File: src/rtl/alu_arbiter.sv
// ============================================================================
// Module   : alu_arbiter
// Summary  : Round-robin sharing of one Alu among NUM_REQ requesters, with a
//            one-deep tagged response register. Optional ALU_ARB_LOCK_EN.
// Revision : 1.0
// ============================================================================
`default_nettype none

`ifndef XLEN
`define XLEN 64
`endif

package alu;
    localparam int OP_W = 4;
    typedef logic [OP_W-1:0] op_t;
    localparam op_t OP_ADD  = 4'd0;
    localparam op_t OP_SUB  = 4'd1;
    localparam op_t OP_AND  = 4'd2;
    localparam op_t OP_OR   = 4'd3;
    localparam op_t OP_XOR  = 4'd4;
    localparam op_t OP_SLL  = 4'd5;
    localparam op_t OP_SRL  = 4'd6;
    localparam op_t OP_SRA  = 4'd7;
    localparam op_t OP_SLT  = 4'd8;
    localparam op_t OP_SLTU = 4'd9;
endpackage

module alu_arbiter #(
    parameter int NUM_REQ = 2,
    parameter int ID_W    = $clog2(NUM_REQ)
) (
    input  logic                          clk,
    input  logic                          reset_n,
    input  logic [NUM_REQ-1:0]            req_valid,
    output logic [NUM_REQ-1:0]            req_ready,
    input  logic [NUM_REQ*alu::OP_W-1:0]  req_op,
    input  logic [NUM_REQ-1:0]            req_is_word,
    input  logic [NUM_REQ*`XLEN-1:0]      req_a,
    input  logic [NUM_REQ*`XLEN-1:0]      req_b,
`ifdef ALU_ARB_LOCK_EN
    input  logic [NUM_REQ-1:0]            req_lock,
`endif
    output alu::op_t                      alu_op,
    output logic                          alu_is_word_op,
    output logic [`XLEN-1:0]              alu_a,
    output logic [`XLEN-1:0]              alu_b,
    input  logic [`XLEN-1:0]              alu_result,
    output logic                          rsp_valid,
    input  logic                          rsp_ready,
    output logic [ID_W-1:0]               rsp_id,
    output logic [`XLEN-1:0]              rsp_result
);

    localparam logic [ID_W-1:0] C_LAST_RST = ID_W'(NUM_REQ - 1);

    logic [ID_W-1:0]  last_grant_q, last_grant_d;
    logic             rsp_valid_q,  rsp_valid_d;
    logic [ID_W-1:0]  rsp_id_q,     rsp_id_d;
    logic [`XLEN-1:0] rsp_result_q, rsp_result_d;

    logic             w_can_issue;
    logic             w_grant_vld;
    logic [ID_W-1:0]  w_grant_idx;

    alu::op_t         w_op_arr [NUM_REQ];
    logic [`XLEN-1:0] w_a_arr  [NUM_REQ];
    logic [`XLEN-1:0] w_b_arr  [NUM_REQ];

`ifdef ALU_ARB_LOCK_EN
    logic             lock_active_q, lock_active_d;
    logic [ID_W-1:0]  lock_id_q,     lock_id_d;
`endif

    generate
        for (genvar i = 0; i < NUM_REQ; i++) begin : g_unpack
            assign w_op_arr[i] = req_op[i*alu::OP_W +: alu::OP_W];
            assign w_a_arr[i]  = req_a[i*`XLEN +: `XLEN];
            assign w_b_arr[i]  = req_b[i*`XLEN +: `XLEN];
        end
    endgenerate

    assign w_can_issue = !rsp_valid_q || rsp_ready;

    // Idle selection parks on last_grant so the Alu inputs stay quiet.
    always_comb begin : p_grant
        int              idx;
        logic [ID_W-1:0] idx_id;
        w_grant_vld = 1'b0;
        w_grant_idx = last_grant_q;
        idx         = 0;
        idx_id      = '0;
`ifdef ALU_ARB_LOCK_EN
        if (lock_active_q) begin
            if (w_can_issue && req_valid[lock_id_q]) begin
                w_grant_vld = 1'b1;
                w_grant_idx = lock_id_q;
            end
        end else
`endif
        if (w_can_issue) begin
            for (int k = 1; k <= NUM_REQ; k++) begin
                idx = int'(last_grant_q) + k;
                if (idx >= NUM_REQ) begin
                    idx = idx - NUM_REQ;
                end
                idx_id = ID_W'(idx);
                if (!w_grant_vld && req_valid[idx_id]) begin
                    w_grant_vld = 1'b1;
                    w_grant_idx = idx_id;
                end
            end
        end
    end

    always_comb begin : p_ready
        req_ready = '0;
        if (w_grant_vld && reset_n) begin
            req_ready[w_grant_idx] = 1'b1;
        end
    end

    assign alu_op         = w_op_arr[w_grant_idx];
    assign alu_is_word_op = req_is_word[w_grant_idx];
    assign alu_a          = w_a_arr[w_grant_idx];
    assign alu_b          = w_b_arr[w_grant_idx];

    // A grant always implies acceptance, which also covers the drain-and-refill case.
    always_comb begin : p_next
        last_grant_d = last_grant_q;
        rsp_valid_d  = rsp_valid_q;
        rsp_id_d     = rsp_id_q;
        rsp_result_d = rsp_result_q;
        if (w_grant_vld) begin
            rsp_valid_d  = 1'b1;
            rsp_id_d     = w_grant_idx;
            rsp_result_d = alu_result;
            last_grant_d = w_grant_idx;
        end else if (rsp_ready) begin
            rsp_valid_d  = 1'b0;
        end
    end

`ifdef ALU_ARB_LOCK_EN
    always_comb begin : p_lock_next
        lock_active_d = lock_active_q;
        lock_id_d     = lock_id_q;
        if (w_grant_vld) begin
            lock_active_d = req_lock[w_grant_idx];
            if (req_lock[w_grant_idx]) begin
                lock_id_d = w_grant_idx;
            end
        end else if (lock_active_q && w_can_issue && !req_valid[lock_id_q]) begin
            lock_active_d = 1'b0;
        end
    end

    always_ff @(posedge clk or negedge reset_n) begin : p_lock_regs
        if (!reset_n) begin
            lock_active_q <= 1'b0;
            lock_id_q     <= '0;
        end else begin
            lock_active_q <= lock_active_d;
            lock_id_q     <= lock_id_d;
        end
    end
`endif

    always_ff @(posedge clk or negedge reset_n) begin : p_regs
        if (!reset_n) begin
            last_grant_q <= C_LAST_RST;
            rsp_valid_q  <= 1'b0;
            rsp_id_q     <= '0;
            rsp_result_q <= '0;
        end else begin
            last_grant_q <= last_grant_d;
            rsp_valid_q  <= rsp_valid_d;
            rsp_id_q     <= rsp_id_d;
            rsp_result_q <= rsp_result_d;
        end
    end

    assign rsp_valid  = rsp_valid_q;
    assign rsp_id     = rsp_id_q;
    assign rsp_result = rsp_result_q;

endmodule

`default_nettype wire

File: config.mk
export PLATFORM = sky130hd
export DESIGN_NAME = alu_arbiter
export DESIGN_NICKNAME = d
export VERILOG_FILES = /design/src/rtl/alu_arbiter.sv
export SDC_FILE = /design/constraint.sdc
export NUM_CORES = 1
export LEC_CHECK = 0
export ABC_AREA = 1
export CORE_AREA = 8 8 201 203
export DETAILED_ROUTE_END_ITERATION = 7
export DIE_AREA = 0 0 209 211
export GPL_TIMING_DRIVEN = 0
export HOLD_SLACK_MARGIN = 0.12
export PLACE_DENSITY = 0.41
export SYNTH_ARGS = -nofsm -noshare
export SYNTH_HDL_FRONTEND = slang
export SYNTH_SLANG_ARGS = --single-unit
export TNS_END_PERCENT = 10
File: constraint.sdc
create_clock -name clk -period 1.5 [get_ports clk]
set_input_delay 0.15 -clock clk [delete_from_list [all_inputs] [get_ports clk]]
set_output_delay 0.15 -clock clk [all_outputs]
set_load 0.02 [all_outputs]
==> impl_metrics.ini <==
[placed_design]
dp_slack_ns = -1.51
place_congestion = 0.818
port_buffers = 535
dpl.hpwl_um = 32100
dp.cells = 1764

[run_status]
status = complete, but fails checks
violations = hold timing, setup timing

[pwr]
leakagePower_nw = 6.17
power_per_cell_area_mw_per_mm2 = 1050
peakVddDrop_uv = 402

[final_layout]
areaGrowthSynthToFinish_pct = 156
nets = 1662
layout.cells.non_filler = 1811
drive_above_1_share = 0.244

[clock_network]
cts_root_buf = clkbuf_16
cts_tree = built
clock_path_buffers = 2
clk_pin_slew_worst_paths_ns = 0.07
cts_made_buffers = 9
insertion_delay_ns = 0.34
htreeDepth = 3
clock_sinks = 67

[synth]
yosysMostFrequentCell = nand3_1
synth_cell_types = 15
synth.top_cells.by_area = nand3_1, dfrtp_1, nand2_1
synth_fa_ha_area_frac = 0
synth_area_mm2 = 0.00477
synth-simple-area-share = 0.571
synthTopCellsByCount = nand3_1, nand2_1, dfrtp_1, buf_2, clkbuf_1
synth_xor_area_frac = 0
synth.ff_latch_count = 67
yosysTopAreaCellShare = 0.348
synth_compound_area_frac = 0.00105
async_reset_ff_frac = 1.00
syn_area_per_cell_um2 = 6.33
syn_inst = 754
synth_top_family_by_area = simple AND/OR/NAND/NOR gates
synth_mux_area_frac = 0
syn_nets = 1089
yosys_most_used_dff = dfrtp_1
synth_top_area_cell = nand3_1
ys_seq_area_frac = 0.352
synth_edf_count = 0
yosysWarnings = 0

[global_route]
grt.total_usage = 0.169
grt_start_max_net_pins = 59
antenna_found_initial = 6
grt_pass1_vias = 8006
gr-total-overflow = 0
grt_pass1_wl_um = 55600

[timing]
rsz0062_at_grt = yes
timing.final.ws_setup_ns = -0.503
period_share = 1.34
min_period_ns = 2.00
slew_headroom = 0.672
slew_violations = 0
finalSetupViolCount = 136
whs_ns = -0.357
tightest_slew_ns = 0.491
max_freq_mhz = 499
timing_hold_violations_final = 66
finClkSkew_ns = 0.00625

[worst_setup_path]
ff2ff_path_depth = 8
crit_type = register to primary output
r2r-start = last_grant_q
cp_max_fo = 10
rrSetupSlack_ns = -0.12
rr_endpoint = rsp_id
startpoint_type = register
critPathArrivalTime_ns = 1.85
crit_path_end_kind = primary output
cp.required_ns = 1.35

[floorplan]
rows = 71
dieArea_mm2 = 0.0441
core_area_mm2 = 0.0371
fp.dieW_um = 209
pin_count = 536
initial_core_util = 0.128
die_y_um = 211

[routing]
drcViolationCount = 0
via_per_inst = 4.17
post_drt_wl_per_cell_um = 22.0
vias = 7559
dr.pass1.iters = 4
initialDrtViolationCount = 397
totalWireLength_um = 39800
ant_nets = 0

[hold_path]
hp-class = primary input to asynchronous set/reset pin

[run]
cap_violations = 0
[worst max-delay path by stage]
stage | start | end
finish | last_grant_q | alu_b[62]
global route | rsp_valid | alu_b[38]
CTS | last_grant_q | alu_b[46]
detailed placement | rsp_ready | alu_b[45]
global placement | reset_n | req_ready[1]
floorplan | rsp_valid | alu_b[10]
[final cells by class]
cell class	count	area [um2]
Buffer	77	872
Antenna cell	5	12.5
Timing Repair Buffer	561	5660
Clock buffer	9	225
Clock inverter	7	83.8
Fill cell	4028	24900
Multi-Input combinational cell	609	3060
Inverter	2	12.5
Tap cell	474	593
Sequential cell	67	1680
[power breakdown]
group          internal (mW)  switching [mW]
clock                   1.32           0.930
sequential              2.07           0.147
combinational           3.83            4.48
total                   7.22            5.55
[kinds of logic after synthesis]
logic type / Yosys count
flip-flops: 67
AO/OA/AOI/OAI: 1
AND/OR/NAND/NOR: 607
buffers and inverters: 79
[repair_timing]
| action | CTS | global route |
|---|---|---|
| gates cloned | 3 | 4 |
| pin swaps | 23 | 16 |
| gates resized for setup | 833 | 195 |
| hold endpoints to repair | 66 | 66 |
| buffers inserted | 18 | 2 |
| endpoints found under the setup margin | 184 | 237 |
[registers in the layout, indices dropped and copies added (netlist names)]
signal,cells
rsp_result,64
last_grant_q,1
rsp_id,1
rsp_valid,1
[critical path, stage by stage (launching register included)]
cell       delay [ns]
dfstp_2          0.61
nand3_4          0.14
buf_12           0.16
buf_12           0.13
clkbuf_16        0.16
nand3_1          0.09
nand2_2          0.08
buf_6            0.14
[metrics by stage]
| stage | setup TNS [ns] | util | total power [mW] | area (um2) | hold slack [ns] |
|---|---|---|---|---|---|
| after floorplan | -0.122 | - | 5.57 | 4780 | -0.146 |
| after global placement | -335.23 | 0.289 | 9.82 | 10700 | 0.454 |
| after detailed placement | -165.31 | 0.290 | 9.79 | 10800 | 0.00782 |
| after CTS | -75.16 | 0.311 | 12.4 | 11600 | -0.372 |
| after global routing | -72.13 | 0.328 | 13.6 | 12200 | -0.361 |
| final | -60.69 | 0.328 | 12.8 | 12200 | -0.357 |
[placed cells by master, fill, tap and decap left out, drive strengths merged]
master,n
clkdlybuf4s50,358
nand3,335
clkinv,2
dfstp,1
buf,207
or2,1
dlymetal6s2s,41
clkbuf,39
inv,5
a21oi,1
clkinvlp,1
bufinv,1
dfrtp,66
nor2,1
clkdlybuf4s18,2
nand2,271
diode,5
[layer usage]
layer	part of all wire	track usage	vias up
met5	0	0	-
met4	0.018	0.0416	0
met3	0.078	0.0519	37
met2	0.51	0.305	311
met1	0.39	0.193	3512
li1	-	-	3699
No activity file was read; power rests on OpenSTA's default activity.
